File: src/rtl/hazard_stall_ctrl.sv
// Hazard unit for the 5-stage MIPS pipeline: operand forwarding selects, load-use and
// branch stalls, branch/jump flushes, and the multi-cycle mult/div occupancy FSM.
module hazard_stall_ctrl #(
    parameter int MDU_LATENCY = 4,
    parameter int REG_AW      = 5
) (
    input  logic              clk,
    input  logic              rst,
    input  logic [REG_AW-1:0] rs_d,
    input  logic [REG_AW-1:0] rt_d,
    input  logic [REG_AW-1:0] rs_e,
    input  logic [REG_AW-1:0] rt_e,
    input  logic [REG_AW-1:0] writereg_e,
    input  logic [REG_AW-1:0] writereg_m,
    input  logic [REG_AW-1:0] writereg_w,
    input  logic              regwrite_e,
    input  logic              regwrite_m,
    input  logic              regwrite_w,
    input  logic              memtoreg_e,
    input  logic              memtoreg_m,
    input  logic              branch_d,
    input  logic              pcsrc_d,
    input  logic              jump_d,
    input  logic              mdu_start_e,
    output logic              stall_f,
    output logic              stall_d,
    output logic              stall_e,
    output logic              flush_d,
    output logic              flush_e,
    output logic              flush_m,
    output logic [1:0]        fwd_a_e,
    output logic [1:0]        fwd_b_e,
    output logic              fwd_a_d,
    output logic              fwd_b_d,
    output logic              mdu_busy
);

    localparam int CW = (MDU_LATENCY > 2) ? $clog2(MDU_LATENCY) : 1;
    localparam logic [CW-1:0] CNT_LOAD = CW'(MDU_LATENCY - 2);

    typedef enum logic [1:0] {
        IDLE = 2'd0,
        BUSY = 2'd1,
        DONE = 2'd2
    } state_t;

    state_t        r_state;
    logic [CW-1:0] r_cnt;

    logic       w_lwstall;
    logic       w_branchstall;
    logic       w_mdu_stall;
    logic       w_stall_fd;
    logic [1:0] w_fwd_a_e;
    logic [1:0] w_fwd_b_e;

    // Register 0 is hard-wired, so a source field of zero never hits.
    function automatic logic hit(input logic [REG_AW-1:0] src, input logic [REG_AW-1:0] dst);
        return (src != '0) && (src == dst);
    endfunction

    function automatic logic [1:0] fwd_sel(input logic [REG_AW-1:0] src);
        if (regwrite_m && hit(src, writereg_m))
            return 2'b10;
        else if (regwrite_w && hit(src, writereg_w))
            return 2'b01;
        else
            return 2'b00;
    endfunction

    always_comb begin
        w_fwd_a_e     = fwd_sel(rs_e);
        w_fwd_b_e     = fwd_sel(rt_e);
        w_lwstall     = memtoreg_e && regwrite_e &&
                        (hit(rs_d, writereg_e) || hit(rt_d, writereg_e));
        w_branchstall = branch_d &&
                        ((regwrite_e && (hit(rs_d, writereg_e) || hit(rt_d, writereg_e))) ||
                         (memtoreg_m && (hit(rs_d, writereg_m) || hit(rt_d, writereg_m))));
        w_mdu_stall   = ((r_state == IDLE) && mdu_start_e) || (r_state == BUSY);
        w_stall_fd    = w_lwstall || w_branchstall || w_mdu_stall;
    end

    // Outputs are forced low while reset is asserted, independent of the clock.
    assign stall_f  = rst & w_stall_fd;
    assign stall_d  = rst & w_stall_fd;
    assign stall_e  = rst & w_mdu_stall;
    assign flush_m  = rst & w_mdu_stall;
    assign mdu_busy = rst & w_mdu_stall;
    assign flush_e  = rst & (w_lwstall | w_branchstall) & ~w_mdu_stall;
    assign flush_d  = rst & (pcsrc_d | jump_d) & ~w_stall_fd;
    assign fwd_a_e  = {2{rst}} & w_fwd_a_e;
    assign fwd_b_e  = {2{rst}} & w_fwd_b_e;
    assign fwd_a_d  = rst & regwrite_m & hit(rs_d, writereg_m);
    assign fwd_b_d  = rst & regwrite_m & hit(rt_d, writereg_m);

    // DONE ignores mdu_start_e: the finishing mult/div is still sitting in E.
    always_ff @(posedge clk or negedge rst) begin
        if (!rst) begin
            r_state <= IDLE;
            r_cnt   <= '0;
        end else begin
            case (r_state)
                IDLE: begin
                    if (mdu_start_e) begin
                        r_cnt   <= CNT_LOAD;
                        r_state <= BUSY;
                    end
                end
                BUSY: begin
                    if (r_cnt == '0)
                        r_state <= DONE;
                    else
                        r_cnt <= r_cnt - CW'(1);
                end
                DONE:    r_state <= IDLE;
                default: r_state <= IDLE;
            endcase
        end
    end

endmodule

File: config.mk
export PLATFORM = sky130hd
export DESIGN_NAME = hazard_stall_ctrl
export DESIGN_NICKNAME = d
export VERILOG_FILES = /design/src/rtl/hazard_stall_ctrl.sv
export SDC_FILE = /design/constraint.sdc
export NUM_CORES = 1
export LEC_CHECK = 0
export BUFFER_PORTS_ARGS = -buffer_cell sky130_fd_sc_hd__buf_2
export CORE_MARGIN = 3
export CORE_UTILIZATION = 35
export DETAILED_ROUTE_END_ITERATION = 16
export GPL_TIMING_DRIVEN = 0
export PLACE_DENSITY_LB_ADDON = 0.1
export SYNTH_ARGS = -nofsm -noshare
export SYNTH_HDL_FRONTEND = slang
export SYNTH_SLANG_ARGS = --single-unit
File: constraint.sdc
create_clock -name clk -period 1.7 [get_ports clk]
set_input_delay 0.085 -clock clk [delete_from_list [all_inputs] [get_ports clk]]
set_output_delay 0.085 -clock clk [all_outputs]
set_load 0.01 [all_outputs]
Yosys cells after proc, flatten, opt, wreduce, memory -nomap -nowiden
Cells that the tools add are included.
Widths: inputs -> output; s select.
{"block": "totals", "ff_bits": 4, "in_bits": 46, "out_inout_bits": 13, "word_cells": 73}
{"block": "op_classes", "add_sub_neg": 1, "n_eq_ne": 12, "mux": 10, "bitwise": 15, "n_reduce_logical": 33}
{"cell": "$eq 5x5->1", "count": 8}
{"cell": "$reduce_bool 5->1", "count": 4}
{"cell": "$logic_and 1x1->1", "count": 18}
{"cell": "$mux 2", "count": 6}
{"cell": "$and 1x1->1", "count": 9}
{"cell": "$pmux 2 s2", "count": 2}
{"cell": "$logic_or 1x1->1", "count": 6}
{"cell": "$and 2x2->2", "count": 2}
{"cell": "$logic_not 2->1", "count": 2}
{"cell": "$ne 2x2->1 const B", "count": 2}
{"cell": "$reduce_and 3->1", "count": 1}
{"cell": "$eq 2x1->1 const B", "count": 1}
{"cell": "$mux 1", "count": 2}
{"cell": "$ne 2x1->1 const B", "count": 1}
{"cell": "$not 1->1", "count": 2}
{"cell": "$or 1x1->1", "count": 2}
{"cell": "$reduce_and 2->1", "count": 1}
{"cell": "$reduce_bool 2->1", "count": 1}
{"cell": "$sub 2x1->2 const B", "count": 1}

Depth between registers and ports, before layout
{"block": "depth", "word_depth": 10, "depth_mapped": 7, "mapped_depth_nobuf": 5}

Least setup slack after synthesis
No wires, ideal clock.
{"block": "synth_path", "path_type": "input port to output port", "start": "input port writereg_m[4]", "end": "output port stall_f", "arrival_time_ns": 1.502, "required_time_ns": 1.615, "slack_ns": 0.113, "stages": 7, "n_path_buf": 2, "path_cell_list": "buf_6 -> xnor2_1 -> nand3_1 -> or4_1 -> a21o_1 -> a31oi_1 -> buf_4"}
{"block": "synth_between", "elab_chain_len": 9}
{"element": "start: declaration", "line_no": "14", "rtl": "input logic [REG_AW-1:0] writereg_m,"}
{"element": "$eq 5x5->1", "line_no": "59", "rtl": "return (src != '0) && (src == dst);"}
{"element": "$logic_and 1x1->1", "line_no": "59"}
{"element": "$logic_or 1x1->1 (*)", "line_no": "78", "rtl": "(memtoreg_m && (hit(rs_d, writereg_m) || hit(rt_d, writereg_m))));"}
{"element": "$logic_and 1x1->1 (*)", "line_no": "78"}
{"element": "$logic_or 1x1->1 (*)", "line_no": "77", "rtl": "((regwrite_e && (hit(rs_d, writereg_e) || hit(rt_d, writereg_e))) ||"}
{"element": "$logic_and 1x1->1 (*)", "line_no": "76", "rtl": "w_branchstall = branch_d &&"}
{"element": "$logic_or 1x1->1 (*) (2 in series)", "line_no": "80", "rtl": "w_stall_fd = w_lwstall || w_branchstall || w_mdu_stall;"}
{"element": "$and 1x1->1 (*)"}
{"element": "end: declaration", "line_no": "25", "rtl": "output logic stall_f,"}
Mark *: on every way between the ends. The rest lies on a longest branch, timed or not.

Final worst setup path
{"block": "layout_path", "start": "input port rt_d[1]", "end": "output port stall_f"}
{"block": "layout_between", "elab_chain_len": 9}
{"element": "start: declaration", "line_no": "10", "rtl": "input logic [REG_AW-1:0] rt_d,"}
{"element": "$eq 5x5->1 / $reduce_bool 5->1 (equally long branches)", "line_no": "59"}
{"element": "$logic_and 1x1->1", "line_no": "59"}
{"element": "$logic_or 1x1->1 (on tied branches)", "line_no": "75, 77, 78"}
{"element": "$logic_and 1x1->1 (on tied branches)", "line_no": "77, 78"}
{"element": "$logic_or 1x1->1", "line_no": "77"}
{"element": "$logic_and 1x1->1", "line_no": "76"}
{"element": "$logic_or 1x1->1 (*) (2 in series)", "line_no": "80"}
{"element": "$and 1x1->1 (*)", "line_no": "84", "rtl": "assign stall_f = rst & w_stall_fd;"}
Marked as above.

==> flow_metrics.env <==
export IMPL_count_of_non_filler_cells_in_the_finished_layout=192
export IMPL_placedCellCount=188
export IMPL_synth_compound_area_share_pct=8.98
export IMPL_min_period_ps=1650
export IMPL_post_route_skew_ps=1.10
export IMPL_core_area_sq_um=2060
export IMPL_rr_endpoint="r_cnt[1]"
export IMPL_setup_violations=0
export IMPL_pin_count=59
export IMPL_critPathRequiredTime_ps=1620
export IMPL_synthesis_area_sq_um=808
export IMPL_floorplan_die_area_sq_um=2920
export IMPL_timing_reg2reg_worst_path_depth=5
export IMPL_register_area_share_after_synthesis_pct=12.4
export IMPL_max_slew_worst_pin_slew_ps=398
export IMPL_clkSinkCount=4
export IMPL_initial_antenna_violation_count=0
export IMPL_clkLatencyLatePin_ps=240
export IMPL_p_leak_nw=0.559
export IMPL_hold_violation_total_from_the_final_report=0
export IMPL_synth_top_family_by_area="XOR/XNOR gates"
export IMPL_die_x_um=54.1
export IMPL_drtPass1Iterations=2
export IMPL_post_synth_and_or_nand_nor_area_fraction_pct=27.7
export IMPL_routed_wire_length_per_instance_um=12.4
export IMPL_timing_critical_path_fanout_max=3
export IMPL_synth_mux_area_share_pct=0
export IMPL_grt_pass1_vias=922
export IMPL_row_count=16
export IMPL_syn_num_nets=151
export IMPL_routed_wl_mm=2.39
export IMPL_hp_class="in -> async"
export IMPL_route_detailed_vias_per_inst=4.92
export IMPL_cts_tree="built"
export IMPL_global_route_overflow_total=0
export IMPL_cts_root_buffer_cell="clkbuf_4"
export IMPL_drv_slew=0
export IMPL_areaGrowthSynthToFinish_pct=47.7
export IMPL_final_layout_size_suffix_gt1_share_pct=43.6
export IMPL_place_gp_congestion=0.750
export IMPL_synth_cell_types=24
export IMPL_gr_usage_all_layers_pct=17.4
export IMPL_cts_buffer_depth=2
export IMPL_synth_seq_cells=4
export IMPL_critPathMaxStageDelay_ps=540
export IMPL_port_buffers=57
export IMPL_totalNegativeSetupSlack_ps=0
export IMPL_cts_buffers_inserted=3
export IMPL_clock_fmax_mhz=607
export IMPL_maximum_number_of_pins_on_one_net_before_global_route_repair=12
export IMPL_clkSlewWorstSetupHoldPaths_ps=40
export IMPL_slew_limit_headroom_pct=73.2
export IMPL_rsz0062_at_grt="true"
export IMPL_synthesis_area_per_instance_sq_um=7.77
export IMPL_detailed_place_hpwl_mm=2.07
export IMPL_run_status="finished, final reports clean"
export IMPL_ys_warn_count=0
export IMPL_postSynthCellCount=104
export IMPL_whs_ps=218
export IMPL_power_per_cell_area_nw_per_um2=682
export IMPL_route_detailed_drc=0
export IMPL_worstPathCellList="buf_2, or4_1, nor2_2, or4_1, a21o_1, a31oi_2, buf_4, buf_2"
export IMPL_post_route_period_util_pct=96.9
export IMPL_drt_antenna_violating_nets=0
export IMPL_max_cap_violations=0
export IMPL_finish_net_count=214
export IMPL_synthXorXnorAreaFrac_pct=43.3
export IMPL_grt_first_pass_wirelength_mm=3.81
export IMPL_drt_iter0_drc=6
export IMPL_arrival_ps=1560
export IMPL_starting_density_of_the_core_pct=39.2
export IMPL_reg_to_reg_critical_path_startpoint="r_cnt[0]"
export IMPL_timing_critical_path_from_type="input pin"
export IMPL_critical_path_endpoint_type="output pin"
export IMPL_htree_num_levels=1
export IMPL_insertedDiodeCount=0
export IMPL_critical_path_slowest_cell="or4_1"
export IMPL_yosys_area_share_adder_pct=1.55
export IMPL_power_ir_vdd_worst_v=0.000535
export IMPL_route_vias_total=944
export IMPL_criticalPathCategory="in -> out"
export IMPL_die_height_um=54.1
export IMPL_r2r_slack_ps=540
critical path, delay by kind of cell:
| kind | cells | cell delay (ps) |
|---|---|---|
| buffers and inverters | 3 | 370 |
| AO/OA/AOI/OAI | 2 | 390 |
| AND/OR/NAND/NOR | 3 | 720 |
metrics by stage:
step | util (%) | instance area [sq um] | worst slack [ps] | total power, mW
final | 57.9 | 1190 | 52.1 | 0.815
after global routing | 57.9 | 1190 | -29.4 | 0.899
after CTS | 56.4 | 1160 | 15.9 | 0.807
after detailed placement | 54.7 | 1130 | 1.57 | 0.674
after global placement | 54.7 | 1130 | 25.3 | 0.653
after floorplan | - | 808 | 113 | 0.495
synthesized netlist by cell type:
cell type	n	share of area, %
buf_4	3	2.8
inv_1	4	1.9
nor4_1	6	4.6
o21ai_0	1	0.62
nor3_1	1	0.62
xor2_1	12	13
a22o_1	1	1.1
a31oi_1	1	0.77
and2_1	2	1.5
nand2_1	5	2.3
o21bai_1	1	0.93
dfrtp_1	4	12
xnor2_1	28	30
a21o_1	1	0.93
a21oi_1	3	1.9
or4_1	6	5.6
nor2_1	10	4.6
and4bb_1	1	1.5
o221ai_2	1	1.9
nand3_1	6	3.7
buf_6	1	1.4
ha_1	1	1.5
nand4_1	4	3.1
a22oi_1	1	0.93
logic make-up after synthesis:
family	Yosys count
flops	4
xor+xnor	40
simple gates	41
compound gates	10
buf+inv	8
fa+ha+maj	1
area by class of cell:
class | count | area, sq um
Timing Repair Buffer | 58 | 295
Buffer | 4 | 33.8
Inverter | 4 | 15.0
Fill cell | 194 | 868
Sequential cell | 4 | 100
Clock buffer | 3 | 22.5
Tap cell | 27 | 33.8
Multi-Input combinational cell | 92 | 693
what timing repair did:
item | 4_1_cts | 5_1_grt
pin swaps | 2 | 0
resized for setup | 1 | 6
endpoints found under the setup margin | 1 | 4
hold endpoints to repair | 4 | 0
setup buffers | 0 | 0
hold buffers | 1 | 0
layer usage:
metal / vias to the layer above / part of all wire (%) / wire (um) / global-route usage [%]
li1: 489 / - / - / -
met1: 413 / 41 / 981 / 20.8
met2: 40 / 48 / 1150 / 32.5
met3: 2 / 9.7 / 232 / 2.22
met4: 0 / 0.88 / 21 / 3.73
met5: - / 0 / 0 / 0
report_power, final:
| part | total (mW) | internal (mW) | switching, mW |
|---|---|---|---|
| combinational | 0.510 | 0.260 | 0.251 |
| clock | 0.124 | 0.0794 | 0.0448 |
| sequential | 0.180 | 0.142 | 0.0380 |
| total | 0.815 | 0.481 | 0.333 |
registers in the layout (all words and copies together) (netlist names):
signal and flops:
r_state 2, r_cnt 2
layout by cell type (no fill, tap or decap), drive strengths merged, types with 2 or more instances in the layout:
cell / netlist / layout
buf: 4 / 61
xnor2: 28 / 28
xor2: 12 / 12
nor2: 10 / 10
nor4: 6 / 6
nand3: 6 / 6
or4: 6 / 6
nand2: 5 / 5
inv: 4 / 4
nand4: 4 / 4
dfrtp: 4 / 4
a21oi: 3 / 3
clkbuf: 0 / 3
and2: 2 / 2
worst max-delay path by stage:
| stage | start | endpoint | slack, ps | cells after the start |
|---|---|---|---|---|
| 3_3_place_gp | writereg_m[2] | stall_f | 30 | 7 |
| 4_1_cts | writereg_m[3] | stall_f | 20 | 7 |
| 5_1_grt | rt_d[1] | stall_f | -30 | 8 |
| 3_5_place_dp | writereg_m[2] | stall_f | 2 | 7 |
| 2_1_floorplan | writereg_m[4] | stall_f | 110 | 7 |
| 6_report | rt_d[1] | stall_f | 50 | 8 |
Note: power is estimated with default switching activity, not from simulation.
